### config.mk
export PLATFORM = sky130hd
export DESIGN_NAME = instr_fetch
export DESIGN_NICKNAME = d
export VERILOG_FILES = /design/src/rtl/instr_fetch_pkg.sv /design/src/rtl/instr_fetch_pc_next_sel.sv /design/src/rtl/instr_fetch.sv
export SDC_FILE = /design/constraint.sdc
export NUM_CORES = 1
export LEC_CHECK = 0
export CORE_MARGIN = 4
export CORE_UTILIZATION = 53
export CTS_BUF_LIST = sky130_fd_sc_hd__clkbuf_2 sky130_fd_sc_hd__clkbuf_4 sky130_fd_sc_hd__clkbuf_8
export DETAILED_ROUTE_END_ITERATION = 8
export GPL_ROUTABILITY_DRIVEN = 0
export MAX_ROUTING_LAYER = met4
export PLACE_DENSITY = 0.89
export REMOVE_ABC_BUFFERS = 1
export SETUP_SLACK_MARGIN = 0.02
export SLEW_MARGIN = 10
export SYNTH_ARGS = -nofsm -noshare
export SYNTH_HDL_FRONTEND = slang
export SYNTH_SLANG_ARGS = --single-unit
### constraint.sdc
create_clock -name i_clk -period 11.11 [get_ports i_clk]
set_input_delay 2.222 -clock i_clk [delete_from_list [all_inputs] [get_ports i_clk]]
set_output_delay 2.222 -clock i_clk [all_outputs]
set_load 0.05 [all_outputs]
### src/rtl/instr_fetch_pkg.sv
// Shared types and widths for the RISC-I instruction fetch stage.
// The fetch FSM encoding is exported so checkers can decode the debug state port.
package instr_fetch_pkg;

    localparam int FETCH_ST_LEN    = 3;
    localparam int INSTR_LEN       = 32;
    localparam int PC_LEN          = 32;
    localparam int TIMEOUT_CNT_LEN = 8;

    typedef enum logic [FETCH_ST_LEN-1:0] {
        S_IDLE  = 3'd0,
        S_REQ   = 3'd1,
        S_WAIT  = 3'd2,
        S_HOLD  = 3'd3,
        S_FAULT = 3'd4
    } fetchState_t;

    // BEQ takes on Zero, BNE takes on not-Zero.
    function automatic logic branchTaken(input logic branch,
                                         input logic notEqualBranch,
                                         input logic zero);
        return (branch & zero) | (notEqualBranch & ~zero);
    endfunction

endpackage

### src/rtl/instr_fetch_pc_next_sel.sv
// Next-PC selection for the fetch stage: jump > taken branch > PC+4.
// Purely combinational; evaluated by instr_fetch on the accept cycle.
module pc_next_sel
    import instr_fetch_pkg::*;
(
    input  logic [31:0] pcPlus4,
    input  logic [25:0] instrLow,
    input  logic        jump,
    input  logic        branch,
    input  logic        notEqualBranch,
    input  logic        zero,
    output logic [31:0] nextPc
);

    logic [31:0] jumpTarget;
    logic [31:0] branchOffset;
    logic [31:0] branchTarget;
    logic [31:0] selPc;
    logic        taken;

    always_comb begin
        jumpTarget   = {pcPlus4[31:28], instrLow, 2'b00};
        branchOffset = {{14{instrLow[15]}}, instrLow[15:0], 2'b00};
        branchTarget = pcPlus4 + branchOffset;
        taken        = branchTaken(branch, notEqualBranch, zero);

        if (jump) begin
            selPc = jumpTarget;
        end else if (taken) begin
            selPc = branchTarget;
        end else begin
            selPc = pcPlus4;
        end

        // Instruction addresses are always word-aligned, whatever the target math says.
        nextPc = {selPc[31:2], 2'b00};
    end

endmodule

### src/rtl/instr_fetch.sv
// Instruction fetch stage: owns the PC, issues one memory request per instruction,
// holds the returned word for the core and flags a sticky fault on memory timeout.
module instr_fetch
    import instr_fetch_pkg::*;
#(
    parameter logic [31:0] RESET_PC    = 32'h0000_0000,
    parameter int          TIMEOUT_CYC = 16
)
(
    input  logic        i_clk,
    input  logic        i_rst,
    output logic        o_IMemReq,
    output logic [31:0] o_IMemAddr,
    input  logic        i_IMemValid,
    input  logic [31:0] i_IMemData,
    output logic [31:0] o_Instr,
    output logic [31:0] o_PC,
    output logic [31:0] o_PCPlus4,
    output logic        o_InstrValid,
    input  logic        i_InstrAccept,
    input  logic        i_Jump,
    input  logic        i_Branch,
    input  logic        i_NotEqualBranch,
    input  logic        i_Zero,
    output logic        o_Fault,
    output logic [2:0]  o_FetchState
);

    localparam logic [31:0] RESET_PC_ALIGNED = {RESET_PC[31:2], 2'b00};
    localparam logic [TIMEOUT_CNT_LEN-1:0] TIMEOUT_LAST = TIMEOUT_CNT_LEN'(TIMEOUT_CYC - 1);

    fetchState_t                state;
    fetchState_t                nextState;
    logic [PC_LEN-1:0]          pc;
    logic [PC_LEN-1:0]          pcPlus4;
    logic [PC_LEN-1:0]          nextPc;
    logic [INSTR_LEN-1:0]       instrReg;
    logic [TIMEOUT_CNT_LEN-1:0] timeoutCnt;
    logic                       accepted;
    logic                       respTaken;

    // Handshakes: memory side is a one-cycle o_IMemReq pulse answered later by a
    // one-cycle i_IMemValid, used only in S_WAIT. Core side is valid/ready: the
    // instruction transfers on a cycle where o_InstrValid & i_InstrAccept are both high;
    // o_Instr/o_PC never change while o_InstrValid is high and not yet accepted.
    assign accepted  = (state == S_HOLD) && i_InstrAccept;
    assign respTaken = (state == S_WAIT) && i_IMemValid;
    assign pcPlus4   = pc + 32'd4;

    pc_next_sel u_pcNextSel (
        .pcPlus4        (pcPlus4),
        .instrLow       (instrReg[25:0]),
        .jump           (i_Jump),
        .branch         (i_Branch),
        .notEqualBranch (i_NotEqualBranch),
        .zero           (i_Zero),
        .nextPc         (nextPc)
    );

    always_ff @(posedge i_clk) begin
        if (i_rst) begin
            state <= S_IDLE;
        end else begin
            state <= nextState;
        end
    end

    always_comb begin
        nextState = state;
        unique case (state)
            S_IDLE:  nextState = S_REQ;
            S_REQ:   nextState = S_WAIT;
            S_WAIT: begin
                // A response on the limit cycle still counts: valid beats timeout.
                if (i_IMemValid) begin
                    nextState = S_HOLD;
                end else if (timeoutCnt == TIMEOUT_LAST) begin
                    nextState = S_FAULT;
                end
            end
            S_HOLD: begin
                if (i_InstrAccept) begin
                    nextState = S_REQ;
                end
            end
            S_FAULT: nextState = S_FAULT;
            default: nextState = S_IDLE;
        endcase
    end

    always_comb begin
        o_IMemReq    = (state == S_REQ);
        o_InstrValid = (state == S_HOLD);
        o_Fault      = (state == S_FAULT);
        o_FetchState = state;
    end

    always_ff @(posedge i_clk) begin
        if (i_rst) begin
            pc         <= RESET_PC_ALIGNED;
            instrReg   <= '0;
            timeoutCnt <= '0;
        end else begin
            if (state == S_REQ) begin
                timeoutCnt <= '0;
            end else if ((state == S_WAIT) && !i_IMemValid && (timeoutCnt != TIMEOUT_LAST)) begin
                timeoutCnt <= timeoutCnt + 1'b1;
            end

            if (respTaken) begin
                instrReg <= i_IMemData;
            end

            if (accepted) begin
                pc <= nextPc;
            end
        end
    end

    assign o_IMemAddr = pc;
    assign o_PC       = pc;
    assign o_PCPlus4  = pcPlus4;
    assign o_Instr    = instrReg;

endmodule

==> results.yml, run 1 <==
yosys:
  ys.warnings.count: 0
  synth_area_per_cell_um2: 7.59
  synth_largest_area_cell: "dfxtp_1"
  syn_inst: 737
  ys.flop_type: "dfxtp_1"
  synth_area_leaders: "dfxtp_1, ha_1, nand2_1"
  seq_area_frac_synth: 0.261
  async_flop_share: 0
  synth_edf_count: 0
  synth_area_mm2: 0.00560
  ys_ff_latch: 73
  synth_top_cell_area_share: 0.261
  synth.distinct_cells: 62
layout:
  multi_input_area_mm2: 0.00372
  final_nets: 935
  drive_gt1_frac: 0.0522
  syn2layout_area_growth_pct: 31.7
  diodes: 0
  num-fill-cells: 789
  seqCellArea_mm2: 0.00146
clock_tree:
  cts_tree: "yes"
  cts_buffers: 9
  path_clk_slew_ps: 80
  cts_buffer_depth: 2
  cts.hold.buffers_added: 0
  post_cts_buffers: 0
  clock_insertion_delay_worst_skew_ps: 370
  ctsHtreeMaxLevel: 3
  cts_resized: 0
  root_buffer: "clkbuf_8"
  cts_sinks: 73
global_route:
  grt_pass1_vias: 5913
  grt_pass1_wl_um: 28500
  grt_max_degree: 64
  grt_usage: 0.282
  antenna_found_initial: 0
  grt.overflow.total: 0
hold_path:
  whs_path_depth: 2
  hp-start: "o_Instr[31]"
  hold_path.class: "reg2reg"
  worstHoldEndpoint: "o_Instr[31]"
timing:
  relSlewSlack: 0.192
  timing.fmax_mhz: 166
  finClkSkew_ps: 9.73
  slew_violations: 0
  fin_crit_ps: 6030
  finalWorstSetupSlack_ps: 5080
  grt_setup_unrepaired: "no"
  timing_hold_violations_final: 0
  worst_pin_slew_ps: 1210
  fin_setup_tns_ps: 0
  setup_viol: 0
  fin_crit_sh: 0.543
critical_path:
  cp-start-kind: "flip-flop"
  critPathKind: "reg2out"
  cp-end-kind: "primary output"
  critical_path_arrival_ps: 3810
  crit-reg2reg-launch: "o_IMemAddr[2]"
  r2r_slack_ps: 6290
  crit_fanout: 8
  critPathRequiredTime_ps: 8890
  r2r_cells: 15
  rr_endpoint: "o_IMemAddr[31]"
placement:
  post-place-ws_ps: 5550
  io_buffers: 167
  dp_hpwl_um: 12800
die:
  core-area_mm2: 0.0103
  ioPinCount: 174
  row_count: 37
  die_h_um: 111
  die_w_um: 111
  start_util: 0.542
  die_area_mm2: 0.0123
route:
  drtAntennaViolNets: 0
  post_drt_wl_per_cell_um: 17.5
  drt_pass1_iterations: 5
  drt_iter0_markers: 381
  dr_total_vias: 6064
  via_per_inst: 6.08
  wl_um: 17500
  drc: 0
power:
  p_leak_nw: 2.90
  p_per_area_mw_per_mm2: 106
  p_total_uw: 783
  ir_drop_mv: 0.0965
status:
  status: "finished clean"
run:
  maxCapViolations: 0
-- worst max-delay path by stage --
stage,startpoint,to,slack (ps),cells after the start
2_1_floorplan,o_IMemAddr[2],o_PCPlus4[28],5500,7
3_3_place_gp,o_IMemAddr[2],o_PCPlus4[28],5600,8
3_5_place_dp,o_IMemAddr[2],o_PCPlus4[30],5550,8
4_1_cts,o_IMemAddr[2],o_PCPlus4[30],5120,8
5_1_grt,o_IMemAddr[2],o_PCPlus4[28],4810,8
6_report,o_IMemAddr[2],o_PCPlus4[30],5080,8
-- synth_stat cells (7+ instances only) --
library cell,count
nand2_1,122
a21oi_1,86
dfxtp_1,73
nor2_1,53
ha_1,37
buf_4,36
clkbuf_1,31
xnor2_1,29
nand3_1,21
o21ai_0,21
a21o_1,20
o211ai_1,20
xor2_1,18
nor3_1,15
inv_1,14
nand4_1,12
a211oi_1,10
and3_1,10
and2_1,8
o21a_1,7
o311ai_0,7
-- final cells by class --
class                   instances  area share
inverters                      14     0.00713
well taps                     136      0.0231
repair buffers                174       0.233
multi-input cells             585       0.504
clock buffers                  10      0.0178
clock inverters                 6      0.0158
flip-flops and latches         73       0.198
-- per-stage QoR --
stage | hold slack (ps) | cell area [um2] | cells | utilization
after floorplan | 480 | 5220 | 672 | -
after global placement | 443 | 7120 | 982 | 0.689
after detailed placement | 453 | 7120 | 982 | 0.689
after CTS | 464 | 7370 | 998 | 0.713
after global routing | 488 | 7370 | 998 | 0.714
final | 462 | 7370 | 998 | 0.714
-- worst max-delay path: stages (launching register included) --
cell             delay, ps
dfxtp_1                480
ha_1                   240
nand3_1                150
nor3_1                 720
nand4_1                360
nor2_1                 250
nand2_1                 90
xnor2_1                280
clkdlybuf4s50_1        870
-- routing by layer --
metal / routed length [um] / part of all wire / global-route usage / vias to the layer above
met2: 8570 / 0.49 / 0.469 / 281
met3: 1340 / 0.076 / 0.0448 / 37
met5: 0 / 0 / - / -
li1: - / - / - / 2845
met1: 7150 / 0.41 / 0.344 / 2901
met4: 444 / 0.025 / 0.105 / 0
-- state kept, by name, indices dropped and copies added, names as in the netlist --
name,cells
o_FetchState,3
o_IMemAddr,30
o_Instr,32
timeoutCnt,8
-- where the power goes --
| part | total, mW | internal, mW | switching, mW |
|---|---|---|---|
| Clock | 0.260 | 0.153 | 0.108 |
| Sequential | 0.290 | 0.274 | 0.0162 |
| Combinational | 0.232 | 0.0779 | 0.154 |
| Total | 0.783 | 0.505 | 0.278 |
-- placed cells by master (no fill, tap or decap), types with 18 or more instances in the layout --
cell | synthesis | final
nand3_1 | 21 | 21
nor2_1 | 53 | 53
clkdlybuf4s50_1 | 0 | 166
a21oi_1 | 86 | 86
xnor2_1 | 29 | 29
o21ai_0 | 21 | 21
o211ai_1 | 20 | 20
xor2_1 | 18 | 18
dfxtp_1 | 73 | 73
nand2_1 | 122 | 122
ha_1 | 37 | 37
a21o_1 | 20 | 20
-- cell families after synthesis --
| group | Yosys count | synth area share |
|---|---|---|
| muxes | 6 | 0.0112 |
| xor gates and xnor gates | 47 | 0.0736 |
| DFF | 73 | 0.261 |
| and+or+nand+nor | 269 | 0.218 |
| AOI/OAI and AO/OA | 219 | 0.269 |
| buffers and inverters | 84 | 0.0805 |
| adders and majority gates | 38 | 0.0863 |
| other | 1 | 0.000670 |
No activity file was read; power rests on OpenSTA's default activity.
==> run 2: changes to the inputs <==
Settings changed: CORE_UTILIZATION 53 to 44, PLACE_DENSITY 0.89 to 0.79.
Clock period 11.11 ns to 5.4 ns, I/O delays scaled along.
==> results.yml, run 2 (synthesis results as in run 1) <==
timing:
  setup_viol: 0
  finClkSkew_ps: 17.7
  worst_pin_slew_ps: 640
  fin_hold_ws_ps: 456
  fin_setup_tns_ps: 0
  timing.fmax_mhz: 226
  slew_violations: 0
  timing_hold_violations_final: 0
  grt_setup_unrepaired: "no"
  fin_crit_ps: 4430
  relSlewSlack: 0.570
  fin_crit_sh: 0.820
critical_path:
  slowest_stage: "clkdlybuf4s50_1"
  cp-start-kind: "flip-flop"
  r2r_cells: 16
  startpoint: "o_IMemAddr[7]"
  critical-path-max-stage-delay_ps: 830
  critical_path_arrival_ps: 3350
  crit_top_cell: "nand4_1"
  critPathRequiredTime_ps: 4320
  worstPathCellList: "nand4_1, nor3_1, nand4_1, nor2_1, and3_1, xor2_1, clkdlybuf4s50_1"
  crit_family: "simple AND/OR/NAND/NOR gates"
  rr_endpoint: "o_IMemAddr[31]"
  cp-endpoint: "o_PCPlus4[31]"
  r2r_slack_ps: 1140
  cp-end-kind: "primary output"
  crit-reg2reg-launch: "o_IMemAddr[2]"
  critPathKind: "reg2out"
  crit_fanout: 8
  cp_num_cells: 7
  cp.buffers_inverters: 1
run:
  maxCapViolations: 0
die:
  die_area_mm2: 0.0146
  ioPinCount: 174
  start_util: 0.458
  row_count: 40
  die_h_um: 121
  die_w_um: 121
  core-area_mm2: 0.0122
global_route:
  grt_max_degree: 39
  grt_pass1_vias: 5469
  antenna_found_initial: 0
  grt.overflow.total: 0
  grt_usage: 0.238
  grt_pass1_wl_um: 27600
power:
  p_per_area_mw_per_mm2: 222
  power_frac_comb: 0.288
  p_leak_nw: 2.93
  p_clk_frac: 0.353
  power.switching_uw: 555
  ir_drop_mv: 0.173
  p_sw_frac: 0.335
  seq_power_share: 0.360
  p_int_mw: 1.10
layout:
  layout_commonest_cell: "clkdlybuf4s50_1"
  diodes: 0
  drive_gt1_frac: 0.0543
  mostFrequentLayoutCells: "clkdlybuf4s50_1, nand2_1, a21oi_1"
  largest_register_ffs: 32
  final_area_mm2: 0.00746
  final_nets: 938
  syn2layout_area_growth_pct: 33.3
route:
  drt_pass1_iterations: 5
  post_drt_wl_per_cell_um: 16.7
  wl_um: 17300
  drtAntennaViolNets: 0
  drc: 0
  dr_total_vias: 5717
  drt_iter0_markers: 424
  via_per_inst: 5.53
clock_tree:
  post_cts_buffers: 0
  clock_insertion_delay_worst_skew_ps: 350
  root_buffer: "clkbuf_8"
  ctsHtreeMaxLevel: 3
  cts_resized: 0
  cts.hold.buffers_added: 0
  path_clk_slew_ps: 70
  cts_buffers: 9
  cts_sinks: 73
  cts_buffer_depth: 2
  cts_tree: "yes"
placement:
  placed_area_mm2: 0.00718
  dp_hpwl_um: 13100
  io_buffers: 167
hold_path:
  hold_path.class: "reg2reg"
  whs_path_depth: 2
status:
  status: "finished clean"
[run 2: changes by cell type in the layout (fill, tap and decap cells not counted), sizes merged]
cell    change
buf         +3
clkinv      -2
clkbuf      +1
bufinv      +1
[run 2: worst reg2reg max path, stage by stage (launching register included)]
cell and delay [ps]:
dfxtp_1 470, ha_1 230, nand3_1 140, nor3_1 170
buf_4 180, nand3_1 110, xnor2_1 330, ha_1 350
a21o_1 250, a21o_1 220, a2111oi_4 390, a21oi_1 190
o211ai_1 280, and2_1 200, o211ai_1 120, mux2i_1 170
mux2_2 350
[run 2: metrics by stage]
| stage | utilization | worst slack (ps) | std cells | total power, mW |
|---|---|---|---|---|
| after CTS | 0.611 | 980 | 1033 | 1.67 |
| after floorplan | - | -173 | 672 | 0.905 |
| final | 0.611 | 970 | 1033 | 1.66 |
| after global routing | 0.611 | 705 | 1033 | 1.73 |
| after global placement | 0.588 | 1270 | 1017 | 1.08 |
| after detailed placement | 0.588 | 1170 | 1017 | 1.08 |
[run 2: layer usage]
metal / share of wire / global-route usage / wire length [um] / up-vias
met5: 0 / - / 0 / -
met4: 0.0081 / 0.0574 / 139 / 0
met3: 0.061 / 0.0402 / 1060 / 13
met2: 0.49 / 0.397 / 8400 / 188
met1: 0.44 / 0.303 / 7660 / 2672
li1: - / - / - / 2844
[run 2: worst min path at each step]
stage / start / end / slack (ps)
detailed placement: o_Instr[28] / o_Instr[28] / 450
CTS: o_Instr[31] / o_Instr[31] / 460
finish: o_Instr[31] / o_Instr[31] / 460
global route: o_Instr[29] / o_Instr[29] / 480
floorplan: timeoutCnt[7] / timeoutCnt[7] / 480
global placement: o_Instr[31] / o_Instr[31] / 440
[run 2: power by group through the flow]
| stage | logic (mW) | clock network [mW] | registers, mW |
|---|---|---|---|
| 6_report | 0.477 | 0.585 | 0.597 |
| 5_1_grt | 0.508 | 0.618 | 0.602 |
| 4_1_cts | 0.477 | 0.595 | 0.596 |
| 3_5_place_dp | 0.475 | 0 | 0.608 |
| 3_3_place_gp | 0.473 | 0 | 0.608 |
| 2_1_floorplan | 0.196 | 0 | 0.710 |
[run 2: layout make-up]
class | instances | area, um2
timing repair buffer | 177 | 1740
clock inverter | 5 | 125
fill | 1127 | 4750
tap | 168 | 210
inverter | 14 | 52.6
sequential | 73 | 1460
clock buffer | 11 | 151
multi-input combinational | 585 | 3710
==> run 3: changes to the inputs <==
Clock period 5.4 ns to 3.85 ns, I/O delays scaled along.
==> results.yml, run 3 (synthesis results as in run 1) <==
critical_path:
  cp.buffers_inverters: 0
  cp-end-kind: "flip-flop"
  crit_family: "simple AND/OR/NAND/NOR gates"
  critical-path-max-stage-delay_ps: 340
  critPathRequiredTime_ps: 4110
  critical_path_arrival_ps: 3990
  crit_top_cell: "a21o_1"
  critPathKind: "reg2reg"
  slowest_stage: "dfxtp_1"
  cp-start-kind: "flip-flop"
  worstPathCellList: "and4_1, and4_1, nand4_1, xnor2_2, ha_1, a21o_1, a21o_1, a21o_1, or3_4, o211ai_1, and2_4, o211ai_1, mux2i_1, mux2_2"
  crit_fanout: 5
hold_path:
  hold_path.class: "reg2reg"
run:
  maxCapViolations: 0
timing:
  fin_crit_ps: 3730
  finalWorstSetupSlack_ps: 125
  worst_pin_slew_ps: 688
  timing_hold_violations_final: 0
  timing.fmax_mhz: 268
  fin_hold_ws_ps: 457
  slew_violations: 0
  finClkSkew_ps: 7.71
  relSlewSlack: 0.541
  fin_crit_sh: 0.968
  setup_viol: 0
placement:
  post-place-ws_ps: -24.9
  io_buffers: 167
  placed_area_mm2: 0.00757
  dp_hpwl_um: 13600
global_route:
  grt_usage: 0.251
  grt_pass1_wl_um: 28800
  antenna_found_initial: 0
  grt_max_degree: 63
  grt_pass1_vias: 5779
  grt.overflow.total: 0
die:
  row_count: 40
  die_area_mm2: 0.0146
  core-area_mm2: 0.0122
  die_h_um: 121
  ioPinCount: 174
  die_w_um: 121
  start_util: 0.458
power:
  ir_drop_mv: 0.176
  p_per_area_mw_per_mm2: 267
  p_leak_nw: 3.26
  p_total_mw: 2.13
clock_tree:
  cts_tree: "yes"
  clock_insertion_delay_worst_skew_ps: 370
  path_clk_slew_ps: 80
  cts_buffer_depth: 2
  cts_sinks: 73
  cts_buffers: 9
  root_buffer: "clkbuf_8"
  ctsHtreeMaxLevel: 3
status:
  status: "finished clean"
layout:
  final_nets: 992
  diodes: 0
  mostFrequentLayoutCells: "clkdlybuf4s50_1, nand2_1, a21oi_1"
  largest_register_ffs: 32
  layout_commonest_cell: "clkdlybuf4s50_1"
  final_util: 0.652
  drive_gt1_frac: 0.160
  syn2layout_area_growth_pct: 42.4
  final_area_mm2: 0.00797
route:
  drt_pass1_iterations: 5
  via_per_inst: 5.58
  post_drt_wl_per_cell_um: 16.8
  drc: 0
  drtAntennaViolNets: 0
  drt_iter0_markers: 374
  dr_total_vias: 6061
  wl_um: 18300
run 3: cell count changes in the layout (fill, tap and decap cells not counted), sizes merged:
cell / previous run / this run
buf: 11 / 80
clkdlybuf4s50: 166 / 151
bufinv: 4 / 0
clkinv: 1 / 3
clkinvlp: 0 / 2
run 3: routing by layer:
| layer | vias to the layer above | track usage | share of wire | routed length [um] |
|---|---|---|---|---|
| met1 | 2813 | 0.319 | 0.43 | 7910 |
| li1 | 2969 | - | - | - |
| met5 | - | - | 0 | 0 |
| met2 | 239 | 0.405 | 0.47 | 8670 |
| met4 | 0 | 0.0914 | 0.026 | 483 |
| met3 | 40 | 0.0365 | 0.067 | 1230 |
run 3: final cells by class:
type	count	area [um2]
clock inverter	5	30.0
sequential	73	1460
fill	1080	4250
clock buffer	11	151
tap	168	210
multi-input combinational	585	3880
inverter	14	52.6
timing repair buffer	231	2170
run 3: final timing paths:
check	depth (start not counted)	slack, ps	startpoint	endpoint
worst max-delay path	14	120	o_IMemAddr[12]	o_IMemAddr[31]
worst min-delay path	2	460	o_Instr[31]	o_Instr[31]
worst max register to register	14	120	o_IMemAddr[12]	o_IMemAddr[31]
worst min register to register	2	460	o_Instr[31]	o_Instr[31]
run 3: where the power goes:
group | total (mW) | internal (mW) | switching [mW]
clock network | 0.583 | 0.266 | 0.317
registers | 0.832 | 0.790 | 0.0419
logic | 0.711 | 0.254 | 0.457
total | 2.13 | 1.31 | 0.816
run 3: metrics by stage:
stage	setup TNS, ps	instances
after floorplan	-26430	672
after global placement	0	1065
after detailed placement	-24.9	1065
after CTS	0	1082
after global routing	-11.1	1087
final	0	1087
run 3: worst register-to-register path: stages (launching register included):
cell and delay [ps]:
dfxtp_1 340, and4_1 300, and4_1 320, nand4_1 180, xnor2_2 230, ha_1 260, a21o_1 180, a21o_1 170
a21o_1 190, or3_4 340, o211ai_1 290, and2_4 210, o211ai_1 110, mux2i_1 170, mux2_2 340
run 3: timing repair:
item,4_1_cts,5_1_grt
hold buffers,0,0
setup endpoints to repair,3,13
resized for setup,3,33
gates cloned,0,0
buffers inserted,1,5
pin swaps,2,16
